[config.mk]
export PLATFORM = sky130hd
export DESIGN_NAME = uart_rx_frame_ctrl
export DESIGN_NICKNAME = d
export VERILOG_FILES = /design/src/rtl/uart_rx_frame_ctrl.sv
export SDC_FILE = /design/constraint.sdc
export NUM_CORES = 1
export LEC_CHECK = 0
export CORE_MARGIN = 3
export CORE_UTILIZATION = 38
export CTS_CLUSTER_SIZE = 16
export DETAILED_ROUTE_END_ITERATION = 6
export GPL_TIMING_DRIVEN = 0
export RECOVER_POWER = 100
export SLEW_MARGIN = 10
export SYNTH_ARGS = -nofsm -noshare
export SYNTH_HDL_FRONTEND = slang
export SYNTH_SLANG_ARGS = --single-unit
[constraint.sdc]
create_clock -name CLK_FSM -period 3 [get_ports CLK_FSM]
set_input_delay 0.6 -clock CLK_FSM [delete_from_list [all_inputs] [get_ports CLK_FSM]]
set_output_delay 0.6 -clock CLK_FSM [all_outputs]
set_load 0.05 [all_outputs]
[src/rtl/uart_rx_frame_ctrl.sv]
// rtl/uart_rx_frame_ctrl.sv - UART receive frame sequencer driving the oversampling data sampler
module uart_rx_frame_ctrl #(
    parameter int DATA_W = 8
) (
    input  logic              CLK_FSM,
    input  logic              RST_FSM,
    input  logic              RX_IN,
    input  logic [5:0]        prescale,
    input  logic              PAR_EN,
    input  logic              PAR_TYP,
    input  logic              sample_bit,
    output logic              data_samp_en,
    output logic [5:0]        edge_cnt,
    output logic [3:0]        bit_cnt,
    output logic [DATA_W-1:0] P_DATA,
    output logic              data_valid,
    output logic              par_err,
    output logic              stp_err,
    output logic              busy
);

    typedef enum logic [2:0] {
        IDLE   = 3'd0,
        START  = 3'd1,
        DATA   = 3'd2,
        PARITY = 3'd3,
        STOP   = 3'd4
    } state_t;

    state_t            state;
    state_t            state_nxt;
    logic [5:0]        presc_q;
    logic [5:0]        presc_eff;
    logic              par_en_q;
    logic              par_typ_q;
    logic              par_bad_q;
    logic [DATA_W-1:0] shift_q;
    logic              bit_end;
    logic              frame_done;
    logic              exp_par;

    // Next-state decode; bit end is the last oversampling edge of the current bit
    always_comb begin
        state_nxt  = state;
        frame_done = 1'b0;
        presc_eff  = (prescale < 6'd4) ? 6'd4 : prescale;
        bit_end    = (state != IDLE) && (edge_cnt == presc_q - 6'd1);
        exp_par    = par_typ_q ? ~^shift_q : ^shift_q;
        case (state)
            IDLE: begin
                if (!RX_IN) begin
                    state_nxt = START;
                end
            end
            START: begin
                if (bit_end) begin
                    // a start bit that votes high was only a glitch
                    state_nxt = sample_bit ? IDLE : DATA;
                end
            end
            DATA: begin
                if (bit_end && (bit_cnt == 4'(DATA_W))) begin
                    state_nxt = par_en_q ? PARITY : STOP;
                end
            end
            PARITY: begin
                if (bit_end) begin
                    state_nxt = STOP;
                end
            end
            STOP: begin
                if (bit_end) begin
                    state_nxt  = IDLE;
                    frame_done = 1'b1;
                end
            end
            default: begin
                state_nxt = IDLE;
            end
        endcase
    end

    // State register
    always_ff @(posedge CLK_FSM) begin
        if (RST_FSM) begin
            state <= IDLE;
        end else begin
            state <= state_nxt;
        end
    end

    // Counters, frame configuration capture, deserializer and result strobes
    always_ff @(posedge CLK_FSM) begin
        if (RST_FSM) begin
            edge_cnt     <= 6'd0;
            bit_cnt      <= 4'd0;
            presc_q      <= 6'd4;
            par_en_q     <= 1'b0;
            par_typ_q    <= 1'b0;
            par_bad_q    <= 1'b0;
            shift_q      <= '0;
            P_DATA       <= '0;
            data_valid   <= 1'b0;
            par_err      <= 1'b0;
            stp_err      <= 1'b0;
            busy         <= 1'b0;
            data_samp_en <= 1'b0;
        end else begin
            data_valid   <= 1'b0;
            par_err      <= 1'b0;
            stp_err      <= 1'b0;
            busy         <= (state_nxt != IDLE);
            data_samp_en <= (state_nxt != IDLE);

            if (state == IDLE) begin
                edge_cnt <= 6'd0;
                bit_cnt  <= 4'd0;
                if (!RX_IN) begin
                    // frame settings are frozen for the whole frame
                    presc_q   <= presc_eff;
                    par_en_q  <= PAR_EN;
                    par_typ_q <= PAR_TYP;
                    par_bad_q <= 1'b0;
                end
            end else if (state_nxt == IDLE) begin
                edge_cnt <= 6'd0;
                bit_cnt  <= 4'd0;
            end else if (bit_end) begin
                edge_cnt <= 6'd0;
                bit_cnt  <= bit_cnt + 4'd1;
            end else begin
                edge_cnt <= edge_cnt + 6'd1;
            end

            if ((state == DATA) && bit_end) begin
                shift_q <= {sample_bit, shift_q[DATA_W-1:1]};
            end

            if ((state == PARITY) && bit_end) begin
                par_bad_q <= (sample_bit != exp_par);
            end

            if (frame_done) begin
                par_err <= par_bad_q;
                stp_err <= ~sample_bit;
                if (!par_bad_q && sample_bit) begin
                    P_DATA     <= shift_q;
                    data_valid <= 1'b1;
                end
            end
        end
    end

endmodule

==> impl_metrics.tcl, run 1 <==
set metrics [dict create \
    status "completed" \
    cp-end-kind "register" \
    place_area_mm2 0.00242 \
    swShare_pct 25.8 \
    clk_pin_slew_ns 0.08 \
    synth.mux.area_fraction_pct 9.01 \
    min_to "presc_q[5]$_SDFFE_PP0P_" \
    synth_edf_count 0 \
    fp-row-count 25 \
    grt_overflow_total 0 \
    r2r_cells 8 \
    synth_seq_cells 42 \
    worstReg2RegEnd "P_DATA[0]$_SDFFE_PP0P_" \
    ys_types 40 \
    p_switching_mw 0.280 \
    grt_pass1_wl_um 7120 \
    cts.sinks 42 \
    dr.pass1.iters 4 \
    ir_drop_uv 231 \
    yosysSeqAreaShare_pct 41.8 \
    path_max_fanout 9 \
    fin_util_pct 51.1 \
    rsz0062_at_grt "no" \
    first_global_vias 1529 \
    synth_common_cells "dfxtp_1 (42), nor2_1 (39), xnor2_1 (19), mux2i_1 (17), nand2_1 (16)" \
    startpoint "presc_q[0]$_SDFFE_PP0P_" \
    clock_path_buffers 2 \
    fin_crit_ns 2.60 \
    via_count 1558 \
    setup_tns_ns 0 \
    hp-class "reg -> reg" \
    gr-usage-all-layers_pct 14.3 \
    clk_latency_ns 0.29 \
    cts_inserted_buffers 5 \
    yosys_warnings 0 \
    wl_um 4070 \
    port_buffers 32 \
    setup_slack_ns 0.398 \
    maxSlewHeadroom_pct 24.0 \
    viasPerCell 4.84 \
    syn_to_final_growth_pct 24.6 \
    synth-compound-area-share_pct 8.95 \
    fin_crit_sh_pct 86.7 \
    final.setup_skew_ns 0.00808 \
    post-synth-top-area-cell "dfxtp_1" \
    layout-drive-gt1-share_pct 7.84 \
    yosys.area_share.xor_xnor_pct 10.4 \
    timing.fmax_mhz 384 \
    synth_area_leaders "dfxtp_1 (42%), mux2i_1 (8.5%), xnor2_1 (8.3%)" \
    r2r_start "presc_q[0]$_SDFFE_PP0P_" \
    wire_per_inst_um 12.6 \
    worst_pin_slew_ns 1.13 \
    synthAdderAreaFrac_pct 2.49 \
    p_leak_nw 0.916 \
    p_int_mw 0.808 \
    drc 0 \
    hpwl_um 2910 \
    drt_iter0_drc 48 \
    ant_nets 0 \
    whs_ns 0.472 \
    maxCapViolations 0 \
    p_per_area_mw_per_mm2 434 \
    ff2ff_setup_slack_ns 0.40 \
    cts_tree "yes" \
    grt_max_degree 13 \
    synth_top_family_by_area "simple AND/OR/NAND/NOR gates" \
    synthesis.area_mm2 0.00201 \
    yosysTopAreaCellShare_pct 41.8 \
    worstPathRequired_ns 3.17 \
    dieArea_mm2 0.00621 \
    dp.cells 314 \
    die_h_um 78.8 \
    p_clk_share_pct 34.6 \
    cts_max_level 2 \
    post_cts_resized 0 \
    finalHoldViolations 0 \
    hold_depth 2 \
    min_from "presc_q[5]$_SDFFE_PP0P_" \
    boundaryPins 35 \
    power.total_mw 1.09 \
    initial_utilization_pct 41.0 \
    combPwrFrac_pct 12.3 \
    layout.cells.non_filler 322 \
    nNetsFinal 270 \
    antenna_cells 0 \
    cp.arrival_ns 2.77 \
    cts_setup_buffers 0 \
    critPathKind "reg -> reg" \
    fp.dieW_um 78.8 \
    cts_root_buffer "clkbuf_8" \
    synth_most_common_cell "dfxtp_1" \
    antenna_found_initial 0 \
    maxSlewViolCount 0 \
    start_kind "register" \
    synthArstFlopShare_pct 0 \
    hold_buffers 0 \
    setup_viol 0 \
    coreArea_mm2 0.00491 \
    syn_area_per_cell_um2 9.36 \
    place_ws_ns 0.365 \
    globalplace.congestion 0.816 \
    seqPwrFrac_pct 53.1 \
    synth_top_flop_cell "dfxtp_1" \
    final_area_mm2 0.00251 \
    netlist_instances 215 \
    synthSimpleGateAreaFrac_pct 21.8 \
    syn-num-nets 231 \
]
==> worst max-delay path, stage by stage (launching register included) <==
cell and delay (ns):
dfxtp_1 0.42, inv_1 0.07, ha_1 0.27, o21ba_1 0.20, a221oi_2 0.34, a41oi_4 0.14
nor4_4 0.71, mux2i_1 0.25, nor2_1 0.06
==> power by group through the flow <==
| stage | registers (mW) | logic, mW | clock network, mW |
|---|---|---|---|
| after floorplan | 0.597 | 0.0897 | 0 |
| after global placement | 0.591 | 0.136 | 0 |
| after detailed placement | 0.591 | 0.135 | 0 |
| after CTS | 0.578 | 0.136 | 0.392 |
| after global routing | 0.580 | 0.147 | 0.411 |
| final | 0.578 | 0.133 | 0.377 |
==> kinds of logic (layout without fill, tap and decap cells) <==
| logic type | after synthesis | in the layout |
|---|---|---|
| multiplexers | 18 | 18 |
| XOR/XNOR | 23 | 23 |
| adder cells (fa/ha/maj) | 4 | 4 |
| buffers and inverters | 21 | 61 |
| AND/OR/NAND/NOR | 86 | 86 |
| AO/OA/AOI/OAI | 21 | 21 |
| flip-flops | 42 | 42 |
==> layer usage <==
layer	vias to the layer above	GRT usage [%]	share of wire, %
li1	807	-	-
met1	717	19.5	50
met2	28	21.1	43
met3	6	4.42	5.2
met4	0	5.24	1.3
met5	-	0	0
==> cells in the final DEF, fill, tap and decap left out, types with 8 or more instances in the layout <==
master / netlist / final
nor3_1: 12 / 12
nor2_1: 39 / 39
clkdlybuf4s50_1: 0 / 8
nand2_1: 16 / 16
inv_1: 10 / 10
mux2i_1: 17 / 17
dlygate4sd3_1: 1 / 25
xnor2_1: 19 / 19
dfxtp_1: 42 / 42
==> sequential cells by signal, summed over array words and instances (netlist names) <==
name and count:
busy 1, stp_err 1, par_bad_q 1, edge_cnt 6, P_DATA 8, par_err 1, shift_q 8, par_typ_q 1
par_en_q 1, data_valid 1, bit_cnt 4, presc_q 6, state 3
==> worst max path at each step <==
stage                                   to  cells after the start  slack (ns)
floorplan           P_DATA[4]$_SDFFE_PP0P_                      6        0.64
global placement    P_DATA[7]$_SDFFE_PP0P_                      8        0.37
detailed placement  P_DATA[7]$_SDFFE_PP0P_                      8        0.36
CTS                 P_DATA[7]$_SDFFE_PP0P_                      8        0.35
global route        P_DATA[5]$_SDFFE_PP0P_                      8        0.17
finish              P_DATA[0]$_SDFFE_PP0P_                      8        0.40
==> layout make-up <==
| class | instances | area, um^2 |
|---|---|---|
| inverters | 10 | 37.5 |
| multi-input cells | 152 | 1060 |
| plain buffers | 11 | 75.1 |
| clock inverters | 1 | 5.00 |
| repair buffers | 32 | 320 |
| clock buffers | 7 | 86.3 |
| well taps | 67 | 83.8 |
| flip-flops and latches | 42 | 841 |
| fillers | 520 | 2400 |
Note: power is estimated with default switching activity, not from simulation.
==> inputs of run 2 (changes only) <==
==> constraint.sdc (replaced) <==
create_clock -name CLK_FSM -period 2.1 [get_ports CLK_FSM]
set_input_delay 0.42 -clock CLK_FSM [delete_from_list [all_inputs] [get_ports CLK_FSM]]
set_output_delay 0.42 -clock CLK_FSM [all_outputs]
set_load 0.05 [all_outputs]
==> run 2 against run 1 <==
  * The run now ends with negative setup slack left
  * Via count grew 4.7%
  * Total power up 46%
  * Worst setup slack worse by 0.44 ns
  * Critical path type unchanged
  * Register-to-register slack got worse by 0.44 ns
  * Maximum frequency rose by 21%
  * First-iteration DRC count up 140%
==> impl_metrics.tcl, run 2 (synthesis gave the netlist of run 1 again) <==
set metrics [dict create \
    clk_pin_slew_ns 0.09 \
    min_from "RST_FSM" \
    wl_um 4530 \
    cp.arrival_ns 2.33 \
    setup_slack_ns -0.0443 \
    top_regs "P_DATA: 8 flops, shift_q: 8 flops" \
    hp-class "in -> reg" \
    antenna_cells 0 \
    cts.sinks 42 \
    dieArea_mm2 0.00621 \
    hold_buffers 0 \
    timing.fmax_mhz 466 \
    clk_latency_ns 0.29 \
    hpwl_um 3030 \
    fin_crit_sh_pct 102 \
    startpoint "presc_q[0]$_SDFFE_PP0P_" \
    path_max_fanout 5 \
    layout.cells.non_filler 335 \
    viasPerCell 4.87 \
    fin_crit_ns 2.14 \
    nFillCells 471 \
    fp.dieW_um 78.8 \
    multi_input_area_mm2 0.00113 \
    port_buffers 32 \
    dr.pass1.iters 4 \
    ant_nets 0 \
    cts_tree "yes" \
    status "complete, but fails checks" \
    maxSlewHeadroom_pct 55.5 \
    start_kind "register" \
    final.setup_skew_ns 0.00988 \
    drt_iter0_drc 116 \
    antenna_found_initial 0 \
    coreArea_mm2 0.00491 \
    grt_pass1_wl_um 7400 \
    hold_depth 2 \
    p_per_area_mw_per_mm2 582 \
    final_cell_mix "nor2_1 (38), dfxtp_1 (33), clkdlybuf4s50_1 (23)" \
    maxCapViolations 0 \
    ir_drop_uv 294 \
    critPathKind "reg -> reg" \
    layout-drive-gt1-share_pct 20.1 \
    grt_overflow_total 0 \
    maxSlewViolCount 0 \
    first_global_vias 1522 \
    clock_path_buffers 2 \
    layout_commonest_cell "nor2_1" \
    fp-row-count 25 \
    setup_viol 9 \
    globalplace.congestion 0.786 \
    r2r_start "presc_q[0]$_SDFFE_PP0P_" \
    wire_per_inst_um 13.5 \
    r2r_cells 10 \
    cts_root_buffer "clkbuf_8" \
    boundaryPins 35 \
    fin_util_pct 55.7 \
    initial_utilization_pct 41.0 \
    cts_max_level 2 \
    cts_inserted_buffers 5 \
    p_leak_nw 0.961 \
    via_count 1632 \
    cp-end-kind "register" \
    regArea_um2 865 \
    nNetsFinal 283 \
    syn_to_final_growth_pct 35.8 \
    rsz0062_at_grt "yes" \
    worst_pin_slew_ns 0.662 \
    gr-usage-all-layers_pct 15.1 \
    drc 0 \
    finalHoldViolations 0 \
    violations "negative setup slack" \
    dp.cells 314 \
    die_h_um 78.8 \
    grt_max_degree 14 \
    worstPathRequired_ns 2.28 \
]
[run 2: changes by cell type in the layout (fill, tap and decap cells not counted), sizes merged]
cell | before | now
buf | 4 | 18
clkbuf | 12 | 10
clkdlybuf4s50 | 8 | 23
clkinv | 1 | 2
dlygate4sd3 | 25 | 10
[run 2: through the flow]
| stage | TNS, ns | power, mW | setup WS [ns] | cell area, um^2 | hold WS [ns] |
|---|---|---|---|---|---|
| 2_1_floorplan | -0.326 | 0.982 | -0.0294 | 2050 | 0.437 |
| 3_3_place_gp | -5.97 | 1.04 | -0.275 | 2450 | 0.449 |
| 3_5_place_dp | -6.34 | 1.04 | -0.279 | 2450 | 0.456 |
| 4_1_cts | -0.580 | 1.58 | -0.0442 | 2630 | 0.325 |
| 5_1_grt | -2.00 | 1.66 | -0.123 | 2730 | 0.331 |
| 6_report | -0.260 | 1.59 | -0.0443 | 2730 | 0.326 |
[run 2: metal layers]
layer | GRT usage (%) | wire [um]
met3 | 4.31 | 224
met2 | 22.9 | 2050
met4 | 5.59 | 50
met5 | 0 | 0
met1 | 20.4 | 2200
[run 2: layout make-up]
class / instances / area share [%]
Tap cell: 67 / 3.07
Clock inverter: 2 / 0.503
Timing Repair Buffer: 46 / 16.8
Inverter: 10 / 1.46
Clock buffer: 6 / 2.65
Buffer: 10 / 2.61
Multi-Input combinational cell: 152 / 41.3
Sequential cell: 42 / 31.6
[run 2: path summary, 6_finish.rpt]
kind / endpoint / slack, ns
max reg2reg: par_bad_q$_SDFFE_PP0P_ / -0.04
min: state[0]$_SDFF_PP0_ / 0.33
max: par_bad_q$_SDFFE_PP0P_ / -0.04
min reg2reg: edge_cnt[0]$_SDFF_PP0_ / 0.46
[run 2: power by group]
group	total, mW	leakage [nW]	internal, mW	switching [mW]
logic	0.249	0.571	0.115	0.133
registers	0.823	0.345	0.806	0.0169
clock network	0.519	0.0452	0.235	0.285
[run 2: critical path, stage by stage (launching register included)]
cell,delay (ns)
dfxtp_4,0.37
inv_4,0.03
ha_4,0.17
o21ba_4,0.20
a221oi_4,0.29
a41oi_4,0.07
buf_4,0.18
nor2_4,0.15
buf_4,0.14
nand4_1,0.12
mux2_4,0.33
[run 2: repair_timing]
action	4_1_cts	5_1_grt
pin swaps	5	11
cloned	0	0
resized for setup	4	12
setup endpoints to repair	28	29
buffers inserted	8	6
==> inputs of run 3 (changes only) <==
--- a/config.mk
+++ b/config.mk
@@ -6,11 +6,13 @@
 export NUM_CORES = 1
 export LEC_CHECK = 0
 export CORE_MARGIN = 3
-export CORE_UTILIZATION = 38
+export CORE_UTILIZATION = 47
 export CTS_CLUSTER_SIZE = 16
 export DETAILED_ROUTE_END_ITERATION = 6
 export GPL_TIMING_DRIVEN = 0
+export PLACE_DENSITY = 0.75
 export RECOVER_POWER = 100
+export SKIP_LAST_GASP = 1
 export SLEW_MARGIN = 10
 export SYNTH_ARGS = -nofsm -noshare
 export SYNTH_HDL_FRONTEND = slang
==> run 3 against run 2 <==
  * The run still ends with negative setup slack left
  * Total power decreased by 0.35%
  * First-iteration DRC count rose by 11%
  * Worst hold slack gained 0.014 ns
  * Global-route usage up 2.6 points
  * Non-clock buffer count is 3 higher
  * Critical path depth is 2 lower
  * Sequential power barely moved
  * Die area shrank 18%
  * Count of clock-buffer cells in the layout unchanged
==> impl_metrics.tcl, run 3 (synthesis gave the netlist of run 1 again) <==
set metrics [dict create \
    start_kind "register" \
    via_count 1695 \
    hp-class "in -> reg" \
    seqPwrFrac_pct 51.9 \
    drc 0 \
    hpwl_um 2880 \
    grt_max_degree 14 \
    first_global_vias 1556 \
    cts_tree "yes" \
    crit_buf_inv 2 \
    dr.max_layer_used "met4" \
    cts_root_buffer "clkbuf_8" \
    gr-usage-all-layers_pct 17.7 \
    place_ws_ns -0.298 \
    hold_buffers 0 \
    nFillCells 319 \
    final.setup_skew_ns 0.00609 \
    die_h_um 71.4 \
    layout_commonest_cell "nor2_1" \
    route.met3.wl_um 178 \
    antenna_found_initial 0 \
    boundaryPins 35 \
    swShare_pct 27.2 \
    wl_met1_um 2110 \
    viasPerCell 5.28 \
    initial_utilization_pct 49.6 \
    p_int_mw 1.15 \
    slowest_stage "dfxtp_4" \
    cts_max_level 2 \
    critPathKind "reg -> reg" \
    fp.dieW_um 71.4 \
    finalHoldViolations 0 \
    p_clk_share_pct 32.0 \
    wl_um 4540 \
    cp-end-kind "register" \
    whs_ns 0.340 \
    grt_overflow_total 0 \
    wl_met2_um 2180 \
    crit_path_max_incr_delay_ns 0.37 \
    timing.fmax_mhz 465 \
    globalplace.congestion 0.837 \
    p_per_area_mw_per_mm2 577 \
    ir_drop_uv 352 \
    worst_pin_slew_ns 0.764 \
    fp-row-count 23 \
    syn_to_final_growth_pct 36.5 \
    nNetsFinal 286 \
    coreArea_mm2 0.00406 \
    final_cell_mix "nor2_1 (35), dfxtp_1 (34), xnor2_1 (18)" \
    ff2ff_setup_slack_ns -0.05 \
    violations "negative setup slack" \
    clock_path_buffers 2 \
    top_regs "P_DATA: 8 flops, shift_q: 8 flops" \
    status "complete, but fails checks" \
    cp.arrival_ns 2.31 \
    clk_latency_ns 0.29 \
    setup_viol 13 \
    path_max_fanout 5 \
    fin_crit_sh_pct 102 \
    maxSlewHeadroom_pct 48.6 \
    combPwrFrac_pct 16.1 \
    crit_path_cell_trace "buf_6 > nor4_4 > a21oi_2 > nand4b_4 > buf_4 > o311ai_0 > o211a_1 > nor3_1" \
    worstPathRequired_ns 2.26 \
    maxSlewViolCount 0 \
    grt_pass1_wl_um 7220 \
    p_leak_nw 0.989 \
    layout-drive-gt1-share_pct 22.5 \
    maxCapViolations 0 \
    dr.pass1.iters 4 \
    p_switching_mw 0.431 \
    cts.sinks 42 \
    port_buffers 32 \
    clk_pin_slew_ns 0.08 \
    rsz0062_at_grt "yes" \
    dieArea_mm2 0.00510 \
    cts_inserted_buffers 5 \
    ant_nets 0 \
    wire_per_inst_um 14.2 \
    setup_slack_ns -0.0506 \
    critical_path.top_delay_family "compound AO/OA/AOI/OAI gates" \
    fin_crit_ns 2.15 \
    drt_iter0_drc 129 \
    antenna_cells 0 \
]
## run 3: changes by cell type in the layout (fill, tap and decap cells not counted), moves of 2 or more
cell and change:
clkdlybuf4s50_1 -7, buf_6 +2, dlygate4sd3_1 +7, nor2_1 -3, nor2_2 +3
## run 3: area by class of cell
class | instances | area [um^2] | area share (%)
Sequential cell | 42 | 863 | 31.4
Clock buffer | 6 | 72.6 | 2.64
Inverter | 10 | 40.0 | 1.46
Timing Repair Buffer | 49 | 488 | 17.8
Tap cell | 50 | 62.6 | 2.28
Clock inverter | 2 | 10.0 | 0.364
Multi-Input combinational cell | 152 | 1140 | 41.5
Buffer | 10 | 71.3 | 2.60
## run 3: worst paths after layout
| check | start | endpoint | depth (start not counted) |
|---|---|---|---|
| worst max-delay path | presc_q[1]$_SDFFE_PP0P_ | bit_cnt[0]$_SDFFE_PP0P_ | 8 |
| worst min-delay path | RST_FSM | busy$_SDFF_PP0_ | 2 |
| worst max register to register | presc_q[1]$_SDFFE_PP0P_ | bit_cnt[0]$_SDFFE_PP0P_ | 8 |
| worst min register to register | edge_cnt[0]$_SDFF_PP0_ | edge_cnt[0]$_SDFF_PP0_ | 1 |
## run 3: timing repair
item / in CTS / in global routing
setup endpoints to repair: 24 / 31
gates cloned: 0 / 0
pin swaps: 3 / 15
setup buffers: 8 / 9
resized for setup: 1 / 19
## run 3: power by group through the flow
stage / sequential [mW] / clock [mW] / combinational, mW
global route: 0.825 / 0.550 / 0.275
finish: 0.823 / 0.507 / 0.256
CTS: 0.821 / 0.518 / 0.222
detailed placement: 0.841 / 0 / 0.198
global placement: 0.841 / 0 / 0.195
floorplan: 0.850 / 0 / 0.132
## run 3: worst reg2reg max path, cell delays in order, from the launching register on
cell and delay, ns:
dfxtp_4 0.37, buf_6 0.12, nor4_4 0.32, a21oi_2 0.09
nand4b_4 0.24, buf_4 0.18, o311ai_0 0.32, o211a_1 0.30
nor3_1 0.08
## run 3: metal layers
| layer | vias to the layer above | track usage [%] |
|---|---|---|
| li1 | 836 | - |
| met2 | 36 | 27.8 |
| met5 | - | 0 |
| met4 | 0 | 5.85 |
| met3 | 7 | 4.21 |
| met1 | 816 | 24.1 |
## run 3: per-stage QoR
stage	cells	TNS (ns)	cell area, um^2	util, %	power (mW)
2_1_floorplan	215	-0.326	2050	-	0.982
3_3_place_gp	297	-5.38	2430	59.9	1.04
3_5_place_dp	297	-6.17	2430	59.9	1.04
4_1_cts	312	-1.18	2600	64.0	1.56
5_1_grt	321	-3.40	2750	67.7	1.65
6_report	321	-0.362	2750	67.7	1.59
